File: config.mk
export PLATFORM = sky130hd
export DESIGN_NAME = noc_cfg_loader
export DESIGN_NICKNAME = d
export VERILOG_FILES = /design/src/rtl/noc_cfg_pkg.sv /design/src/rtl/noc_done_latch.sv /design/src/rtl/noc_cfg_loader.sv
export SDC_FILE = /design/constraint.sdc
export NUM_CORES = 1
export LEC_CHECK = 0
export ABC_AREA = 1
export CAP_MARGIN = 30
export CORE_AREA = 2 2 121 94
export CTS_BUF_LIST = sky130_fd_sc_hd__clkbuf_8 sky130_fd_sc_hd__clkbuf_16
export DETAILED_ROUTE_END_ITERATION = 6
export DIE_AREA = 0 0 123 96
export PLACE_DENSITY = 0.66
export SYNTH_ARGS = -nofsm -noshare
export SYNTH_HDL_FRONTEND = slang
export SYNTH_SLANG_ARGS = --single-unit
File: constraint.sdc
create_clock -name clk -period 1.9 [get_ports clk]
set_input_delay 0.285 -clock clk [delete_from_list [all_inputs] [get_ports clk]]
set_output_delay 0.285 -clock clk [all_outputs]
set_load 0.05 [all_outputs]
File: src/rtl/noc_cfg_pkg.sv
// Shared opcodes, FSM state encoding and width helpers for the NoC serial
// configuration loader.
package noc_cfg_pkg;

    localparam logic [1:0] OPC_WRITE = 2'b00;
    localparam logic [1:0] OPC_READ  = 2'b01;
    localparam logic [1:0] OPC_START = 2'b10;
    localparam logic [1:0] OPC_RSVD  = 2'b11;

    typedef enum logic [2:0] {
        ST_IDLE,
        ST_OPC,
        ST_WRITE,
        ST_START,
        ST_READ,
        ST_DRAIN,
        ST_COMMIT
    } state_t;

    // Per-node config word: {dst_seq, send_flag, recv_flag}.
    function automatic int cfg_w(input int seq_w, input int flag_w);
        return seq_w + 2 * flag_w;
    endfunction

    // Counter wide enough to reach n+1 so an overlong frame stays distinguishable.
    function automatic int cnt_w(input int n);
        return $clog2(n + 2);
    endfunction

endpackage

File: src/rtl/noc_done_latch.sv
// Bank of sticky event latches: set by a per-node event, cleared by a
// snapshot; a set coinciding with the snapshot wins and is also reported.
module noc_done_latch #(
    parameter int N = 4
) (
    input  logic         clk,
    input  logic         rst,
    input  logic [N-1:0] i_set,
    input  logic         i_clr,
    output logic [N-1:0] o_snap
);

    logic [N-1:0] r_q;

    always_ff @(posedge clk) begin
        if (rst) begin
            r_q <= '0;
        end else begin
            r_q <= i_set | (r_q & {N{~i_clr}});
        end
    end

    assign o_snap = r_q | i_set;

endmodule

File: src/rtl/noc_cfg_loader.sv
// Framed 3-wire serial configuration/status controller: shifts in per-node
// NoC config words and start masks, and reads back latched task-done events.
module noc_cfg_loader
    import noc_cfg_pkg::*;
#(
    parameter int NODES  = 4,
    parameter int SEQ_W  = 6,
    parameter int FLAG_W = 2
) (
    input  logic                    clk,
    input  logic                    rst,
    input  logic                    cfg_frame,
    input  logic                    cfg_bit_vld,
    input  logic                    cfg_sdi,
    output logic                    cfg_sdo,
    output logic                    cfg_sdo_vld,
    output logic                    cfg_busy,
    output logic                    cfg_err,
    output logic                    cfg_update,
    output logic [NODES*SEQ_W-1:0]  node_dst_seq,
    output logic [NODES*FLAG_W-1:0] node_send_flag,
    output logic [NODES*FLAG_W-1:0] node_recv_flag,
    output logic [NODES-1:0]        node_start,
    input  logic [NODES-1:0]        node_send_done,
    input  logic [NODES-1:0]        node_recv_done
);

    localparam int CFG_W = cfg_w(SEQ_W, FLAG_W);
    localparam int PAY_W = NODES * CFG_W;
    localparam int RD_W  = 2 * NODES;
    localparam int CNT_W = cnt_w(PAY_W);

    localparam logic [CNT_W-1:0] CNT_PAY   = CNT_W'(PAY_W);
    localparam logic [CNT_W-1:0] CNT_SAT   = CNT_W'(PAY_W + 1);
    localparam logic [CNT_W-1:0] CNT_NODES = CNT_W'(NODES);
    localparam logic [CNT_W-1:0] CNT_RD    = CNT_W'(RD_W);

    state_t                    r_state;
    logic                      r_armed;
    logic                      r_opc_cnt;
    logic                      r_opc_msb;
    logic [CNT_W-1:0]          r_cnt;
    logic [PAY_W-1:0]          r_shift;
    logic [NODES-1:0]          r_mask;
    logic [RD_W-1:0]           r_rd_shift;
    logic                      r_sdo;
    logic                      r_sdo_vld;
    logic                      r_err;
    logic                      r_update;
    logic [NODES-1:0]          r_start;
    logic [NODES*SEQ_W-1:0]    r_dst_seq;
    logic [NODES*FLAG_W-1:0]   r_send_flag;
    logic [NODES*FLAG_W-1:0]   r_recv_flag;

    state_t                    w_state_nxt;
    logic                      w_bit;
    logic                      w_set_err;
    logic                      w_clr_err;
    logic                      w_commit;
    logic                      w_fire;
    logic                      w_snapshot;
    logic [NODES-1:0]          w_send_snap;
    logic [NODES-1:0]          w_recv_snap;

    assign w_bit = cfg_frame & cfg_bit_vld;

    noc_done_latch #(.N(NODES)) u_send_latch (
        .clk    (clk),
        .rst    (rst),
        .i_set  (node_send_done),
        .i_clr  (w_snapshot),
        .o_snap (w_send_snap)
    );

    noc_done_latch #(.N(NODES)) u_recv_latch (
        .clk    (clk),
        .rst    (rst),
        .i_set  (node_recv_done),
        .i_clr  (w_snapshot),
        .o_snap (w_recv_snap)
    );

    always_ff @(posedge clk) begin
        if (rst) begin
            r_state <= ST_IDLE;
        end else begin
            r_state <= w_state_nxt;
        end
    end

    // NOTE: every signal gets a default before the case so no latch is inferred.
    always_comb begin
        w_state_nxt = r_state;
        w_set_err   = 1'b0;
        w_clr_err   = 1'b0;
        w_commit    = 1'b0;
        w_fire      = 1'b0;
        w_snapshot  = 1'b0;
        case (r_state)
            ST_IDLE: begin
                if (cfg_frame && r_armed) begin
                    w_state_nxt = ST_OPC;
                    w_clr_err   = 1'b1;
                end
            end
            ST_OPC: begin
                if (!cfg_frame) begin
                    w_set_err   = 1'b1;
                    w_state_nxt = ST_IDLE;
                end else if (w_bit && r_opc_cnt) begin
                    case ({r_opc_msb, cfg_sdi})
                        OPC_WRITE: w_state_nxt = ST_WRITE;
                        OPC_START: w_state_nxt = ST_START;
                        OPC_READ: begin
                            w_state_nxt = ST_READ;
                            w_snapshot  = 1'b1;
                        end
                        OPC_RSVD: begin
                            w_set_err   = 1'b1;
                            w_state_nxt = ST_DRAIN;
                        end
                    endcase
                end
            end
            ST_WRITE: begin
                if (!cfg_frame) begin
                    if (r_cnt == CNT_PAY) begin
                        w_state_nxt = ST_COMMIT;
                        w_commit    = 1'b1;
                    end else begin
                        w_set_err   = 1'b1;
                        w_state_nxt = ST_IDLE;
                    end
                end
            end
            ST_COMMIT: begin
                w_set_err   = w_bit;
                w_state_nxt = ST_IDLE;
            end
            ST_START: begin
                if (!cfg_frame) begin
                    w_state_nxt = ST_IDLE;
                    if (r_cnt == CNT_NODES) begin
                        w_fire = 1'b1;
                    end else begin
                        w_set_err = 1'b1;
                    end
                end
            end
            ST_READ, ST_DRAIN: begin
                if (!cfg_frame) begin
                    w_state_nxt = ST_IDLE;
                end
            end
            default: w_state_nxt = ST_IDLE;
        endcase
    end

    always_ff @(posedge clk) begin
        if (rst) begin
            r_armed     <= 1'b0;
            r_opc_cnt   <= 1'b0;
            r_opc_msb   <= 1'b0;
            r_cnt       <= '0;
            r_shift     <= '0;
            r_mask      <= '0;
            r_rd_shift  <= '0;
            r_sdo       <= 1'b0;
            r_sdo_vld   <= 1'b0;
            r_err       <= 1'b0;
            r_update    <= 1'b0;
            r_start     <= '0;
            r_dst_seq   <= '0;
            r_send_flag <= '0;
            r_recv_flag <= '0;
        end else begin
            r_armed   <= r_armed | ~cfg_frame;
            r_update  <= w_commit;
            r_start   <= w_fire ? r_mask : '0;
            r_sdo     <= 1'b0;
            r_sdo_vld <= 1'b0;

            if (w_clr_err) begin
                r_err <= 1'b0;
            end else if (w_set_err) begin
                r_err <= 1'b1;
            end

            // Outputs load on the edge entering COMMIT so they coincide with cfg_update.
            if (w_commit) begin
                for (int i = 0; i < NODES; i++) begin
                    r_dst_seq[i*SEQ_W +: SEQ_W]    <= r_shift[i*CFG_W + 2*FLAG_W +: SEQ_W];
                    r_send_flag[i*FLAG_W +: FLAG_W] <= r_shift[i*CFG_W + FLAG_W +: FLAG_W];
                    r_recv_flag[i*FLAG_W +: FLAG_W] <= r_shift[i*CFG_W +: FLAG_W];
                end
            end

            if (w_snapshot) begin
                r_rd_shift <= {w_send_snap, w_recv_snap};
            end

            case (r_state)
                ST_IDLE: r_opc_cnt <= 1'b0;
                ST_OPC: begin
                    r_cnt <= '0;
                    if (w_bit) begin
                        r_opc_msb <= cfg_sdi;
                        r_opc_cnt <= 1'b1;
                    end
                end
                ST_WRITE, ST_START, ST_READ: begin
                    if (w_bit) begin
                        if (r_cnt != CNT_SAT) begin
                            r_cnt <= r_cnt + 1'b1;
                        end
                        if (r_state == ST_WRITE) begin
                            r_shift <= PAY_W'({r_shift, cfg_sdi});
                        end
                        if (r_state == ST_START) begin
                            r_mask <= NODES'({r_mask, cfg_sdi});
                        end
                        if (r_state == ST_READ && r_cnt < CNT_RD) begin
                            r_sdo      <= r_rd_shift[RD_W-1];
                            r_sdo_vld  <= 1'b1;
                            r_rd_shift <= RD_W'({r_rd_shift, 1'b0});
                        end
                    end
                end
                default: ;
            endcase
        end
    end

    assign cfg_busy       = (r_state != ST_IDLE);
    assign cfg_err        = r_err;
    assign cfg_update     = r_update;
    assign cfg_sdo        = r_sdo;
    assign cfg_sdo_vld    = r_sdo_vld;
    assign node_start     = r_start;
    assign node_dst_seq   = r_dst_seq;
    assign node_send_flag = r_send_flag;
    assign node_recv_flag = r_recv_flag;

endmodule

; After elaboration in Yosys (flattened, before gate mapping)
; Index checks and enable logic that the tools add are counted.
[word_totals]
out_inout_bits = 49
mem_bits_ro = 0
reg_bits = 120
ram_bits = 0
latchBits = 0
elab_cells = 111
n_memories = 0
input_bits = 13
[classes]
n_div = 0
bitwise_logic = 14
n_shift = 0
add_sub_neg = 1
n_reduce_logical = 20
eq_ne = 19
magnitude_cmp = 1
n_mux = 38
mul = 0
[op_table]
columns = op, n
row1 = two-way mux 8 bit, 4
row2 = one-hot mux 3 bit (4 select lines), 2
row3 = two-way mux 1 bit, 21
row4 = two-way mux 3 bit, 6
row5 = OR 4 bit, 4
row6 = two-way mux 6 bit, 2
row7 = "!= test 2 bit, second input constant", 6
row8 = one-hot mux 6 bit (2 select lines), 1
row9 = "equality test 3 bit, second input constant", 3
row10 = AND reduction 3 bit, 3
row11 = OR reduction 3 bit, 3
row12 = bitwise AND 4 bit, 2
row13 = "adder 6 x 1 -> 6 bit, second input constant", 1
row14 = "equality test 3 x 2 -> 1 bit, second input constant", 2
row15 = "equality test 6 x 3 -> 1 bit, second input constant", 1
row16 = "equality test 6 bit, second input constant", 1
row17 = "< comparator 6 x 4 -> 1 bit, second input constant", 1
row18 = "!= test 6 bit, second input constant", 1
row19 = NOT 1 bit, 6
row20 = "equality test 2 bit, second input constant", 2
row21 = one-hot mux 1 bit (4 select lines), 1
row22 = AND reduction 2 bit, 2
row23 = AND reduction 4 bit, 1
row24 = nonzero test 2 bit, 2
row25 = other kinds (12), 15

; Logic depth before layout (Yosys ltp)
[logic_depth]
word_depth = 9
ltp_mapped = 10
mapped_depth_nobuf = 10

; Hierarchy
; From an unflattened synthesis, not the netlist that was laid out.
[unflattened]
cells_unflattened = 629
hier_area_um2 = 4789.6
[by_module_without_submodules]
columns = module, n_inst, seq_area_each_um2, cells_each, area_each_um2
row1 = noc_cfg_loader, 1, 2242.2, 571, 4419.2
row2 = noc_done_latch, 2, 80.1, 29, 185.2

; Worst setup path before layout
; No wires, ideal clock.
[synth_path]
path_type = flip-flop to flip-flop
start = reg r_state[1]
end = reg r_shift[29]
stages_incl_launch_ff = 8
arrival_ns = 1.253
setup_time_ns = 0.113
required_time_ns = 1.787
synth_period_minus_slack_ns = 1.367
n_path_buf = 2
setup_slack_ns = 0.533
cell_sequence = dfxtp_1 > inv_2 > nor3_4 > nand2_2 > buf_2 > buf_6 > o21ai_1 > nor2_1
[synth_via]
elab_chain_cells = 3
elab_cells_between_ends = 5
cone_classes = eq/ne (3) / reduce/logical (2)
[synth_lines]
columns = element, line
row1 = start: declaration, noc_cfg_loader.sv:38  ; state_t r_state;
row2 = start signal: assignment, noc_cfg_loader.sv:87  ; r_state <= w_state_nxt;
row3 = "equality test 3 x 2 -> 1 bit, or another cell as far along", "noc_cfg_loader.sv:202, noc_cfg_loader.sv:216"
row4 = OR reduction 3 bit, noc_cfg_loader.sv:202  ; case (r_state)
row5 = AND reduction 3 bit (no source line) (*), n/a
row6 = end signal: assignment, noc_cfg_loader.sv:217  ; r_shift <= PAY_W'({r_shift, cfg_sdi});
row7 = end: declaration, noc_cfg_loader.sv:43  ; logic [PAY_W-1:0] r_shift;
; Mark *: on every way between the ends. The rest lies on a longest branch, timed or not.
; A chain may end at the register's enable or synchronous reset.

; Worst setup path in the final report
[layout_path]
start = reg r_dst_seq[20], in the netlist node_dst_seq[20]
end = out node_dst_seq[20]
[layout_rtl]
columns = element, line
row1 = start: declaration, noc_cfg_loader.sv:51  ; logic [NODES*SEQ_W-1:0] r_dst_seq;
row2 = start signal: indexed assignment, noc_cfg_loader.sv:192  ; r_dst_seq[i*SEQ_W +: SEQ_W] <= r_shift[i*CFG_W + 2*FLAG_W +: SEQ_W];
row3 = end: declaration, noc_cfg_loader.sv:20  ; output logic [NODES*SEQ_W-1:0] node_dst_seq,
; No word-level cell between the ends.

==> impl_results.md <==
* Worst vdd ir at 0.608 mV
* NetSw at 1.82 mW
* DRC at 0
* Part of the power in registers at 0.409
* Fin crit share at 0.965
* Yosys reg bits at 120
* Cts bufs inserted at 17
* First-pass GRT wire length at 16400 microns
* IO Pins at 62
* Post-Synthesis Cells at 604
* Root Driver: clkbuf_16
* Fillers at 972
* First-iteration detailed-routing DRC count at 162
* CP max stage cell: clkdlybuf4s50_1
* Unrepaired setup endpoints after global routing: false
* Wirelength, routed at 9470 microns
* Syn Nets at 620
* Crit path cell chain: clkdlybuf4s50_1
* GRT Residual Overflow at 0
* Crit path capture type: primary output
* FP Rows at 33
* CTS tree: built
* Largest net degree at the start of global routing at 51
* Max Transition Viols Final at 0
* Die Width at 123 microns
* Initial Util at 0.437
* Cts hold-fix bufs at 0
* Post-Syn Area per Cell at 7.70 sq um
* Clock latency on the worst-skew pair at 0.40 ns
* Final #Nets at 682
* Commonest non-fill, non-tap cell in the layout: dfxtp_1
* PwrDens at 1150 mW/mm^2
* Total track usage at 0.177
* Max Clk Rate at 546 MHz
* Hold Fails Final Rpt at 0
* Distinct cell type count after synthesis at 28
* Gate power share at 0.144
* Worst Path Buf+Inv at 1
* Die height at 96 microns
* Layout cells sized above 1 at 0.0973
* Clock sinks at 120
* Die Area at 0.0118 sq mm
* Initial antenna violation count at 0
* RePlAce Congestion at 0.859
* Max-slew headroom at 0.652
* CP required at 1.62 ns
* Sw Ratio at 0.262
* Via count at 3956
* Setup WS post-layout at 0.0671 ns
* Clk pwr share at 0.447
* IO buf count at 61
* Seq/Total Area, Yosys at 0.517
* Startpoint types: flip-flop
* Worst Path Arrival at 1.55 ns
* Outcome: finished, final reports clean
* Post-CTS sizing at 0
* Crit path max-delay family: buffers and inverters
* Layout Skew at 0.00738 ns
* DR pass1 iterations at 4
* Area delta synth->final at 30.3%
* Fraction of registers with async set/reset at 0
* Worst-margin pin slew at 0.520 ns
* Vias in the first global route at 3698
* Crit path time final at 1.83 ns
* Internal power at 5.12 mW
* Multi-input combinational cell area at 0.00182 sq mm
* Synth Cell Area at 0.00465 sq mm
* Most frequent cells in the layout: 120 x dfxtp_1, 106 x nor2_1, 73 x inv_1
* Post-route ant nets at 0
* Clock buffer depth at 2
* Reg area at 0.00240 sq mm
* EDFF count, synth at 0
* Final setup fails at 0
* Clock transition at path regs at 0.05 ns
* Hold WC Path Type: flip-flop to flip-flop
* Pleak at 2.36 nW
* Wire length per cell at 11.6 microns
* Crit-path max FO at 2
* Via density at 4.84
* Max cap viols at 0
* Dominant synthesized flop cell: dfxtp_1
* Htree depth at 4
* CP peak stage delay at 0.82 ns
* Core Area at 0.0107 sq mm
* Post CTS Setup Buffer Count at 0
* Ant diodes at 0
* Ys Warns at 0
* Place WS at 0.0388 ns
* Worst Path Class, Setup: flip-flop to primary output
* Detailed Place HPWL at 6330 microns
* Final setup TNS at 0 ns
-- cells by family (layout without fill, tap and decap cells) --
kind of cell               Yosys count  in the layout  synth area share
xor gates and xnor gates             1              1           0.00188
buffers and inverters              107            181            0.0931
and+or+nand+nor                    195            195             0.183
adders and majority gates            3              3           0.00807
AOI/OAI and AO/OA                  178            178             0.197
DFF                                120            120             0.517
-- state kept, by name, summed over array words and instances, names as in the netlist, 4 cells and up --
name	flops
r_shift	40
node_dst_seq	24
node_recv_flag	8
node_send_flag	8
r_rd_shift	8
r_cnt	6
node_start	4
r_mask	4
u_recv_latch.r_q	4
u_send_latch.r_q	4
-- power groups by stage --
stage | clock (mW) | sequential [mW] | combinational (mW)
2_1_floorplan | 0 | 2.87 | 0.704
3_3_place_gp | 0 | 2.88 | 0.977
3_5_place_dp | 0 | 2.89 | 0.997
4_1_cts | 3.18 | 2.84 | 1.00
5_1_grt | 3.30 | 2.86 | 1.13
6_report | 3.10 | 2.84 | 0.996
-- final timing paths --
check | slack (ns) | startpoint | cells after the start | endpoint
setup / recovery | 0.07 | node_dst_seq[20]$_SDFFE_PP0P_ | 1 | node_dst_seq[20]
hold / removal | 0.44 | node_dst_seq[1]$_SDFFE_PP0P_ | 2 | node_dst_seq[1]$_SDFFE_PP0P_
setup reg to reg | 0.25 | r_cnt[0]$_SDFFE_PP0P_ | 8 | node_send_flag[3]$_SDFFE_PP0P_
hold reg to reg | 0.44 | node_dst_seq[1]$_SDFFE_PP0P_ | 2 | node_dst_seq[1]$_SDFFE_PP0P_
-- cells in the mapped netlist, drive strengths merged, types with 2 or more instances --
| master | instances | share of area |
|---|---|---|
| nor3 | 5 | 0.010 |
| ha | 3 | 0.0081 |
| or2 | 7 | 0.0094 |
| clkbuf | 12 | 0.0097 |
| dfxtp | 120 | 0.52 |
| o211ai | 7 | 0.011 |
| nand3 | 17 | 0.022 |
| nand4 | 4 | 0.0054 |
| buf | 20 | 0.023 |
| inv | 74 | 0.060 |
| nor2 | 107 | 0.088 |
| o21ai | 100 | 0.11 |
| nand2 | 52 | 0.044 |
| nand3b | 2 | 0.0032 |
| a21oi | 69 | 0.075 |
-- final cells by class --
type                    count  share of cell area
flip-flops and latches    120               0.396
inverters                  75              0.0465
clock buffers              18              0.0725
clock inverters            13              0.0231
well taps                 140              0.0289
multi-input cells         377               0.300
repair buffers             75               0.133
-- per-layer routing --
layer	GRT usage	wire (microns)
met1	0.224	4780
met3	0.0616	434
met4	0.0616	57
met5	0	0
met2	0.280	4190
-- stage by stage --
step            util  power, mW  hold WS [ns]  instances  area, sq um
2_1_floorplan      -       3.58         0.416        604         4650
3_3_place_gp   0.514       3.86         0.434        787         5480
3_5_place_dp   0.514       3.88         0.435        787         5480
4_1_cts        0.568       7.01         0.445        818         6050
5_1_grt        0.569       7.29         0.459        818         6060
6_report       0.569       6.94         0.441        818         6060
(Power assumes the default switching activity.)
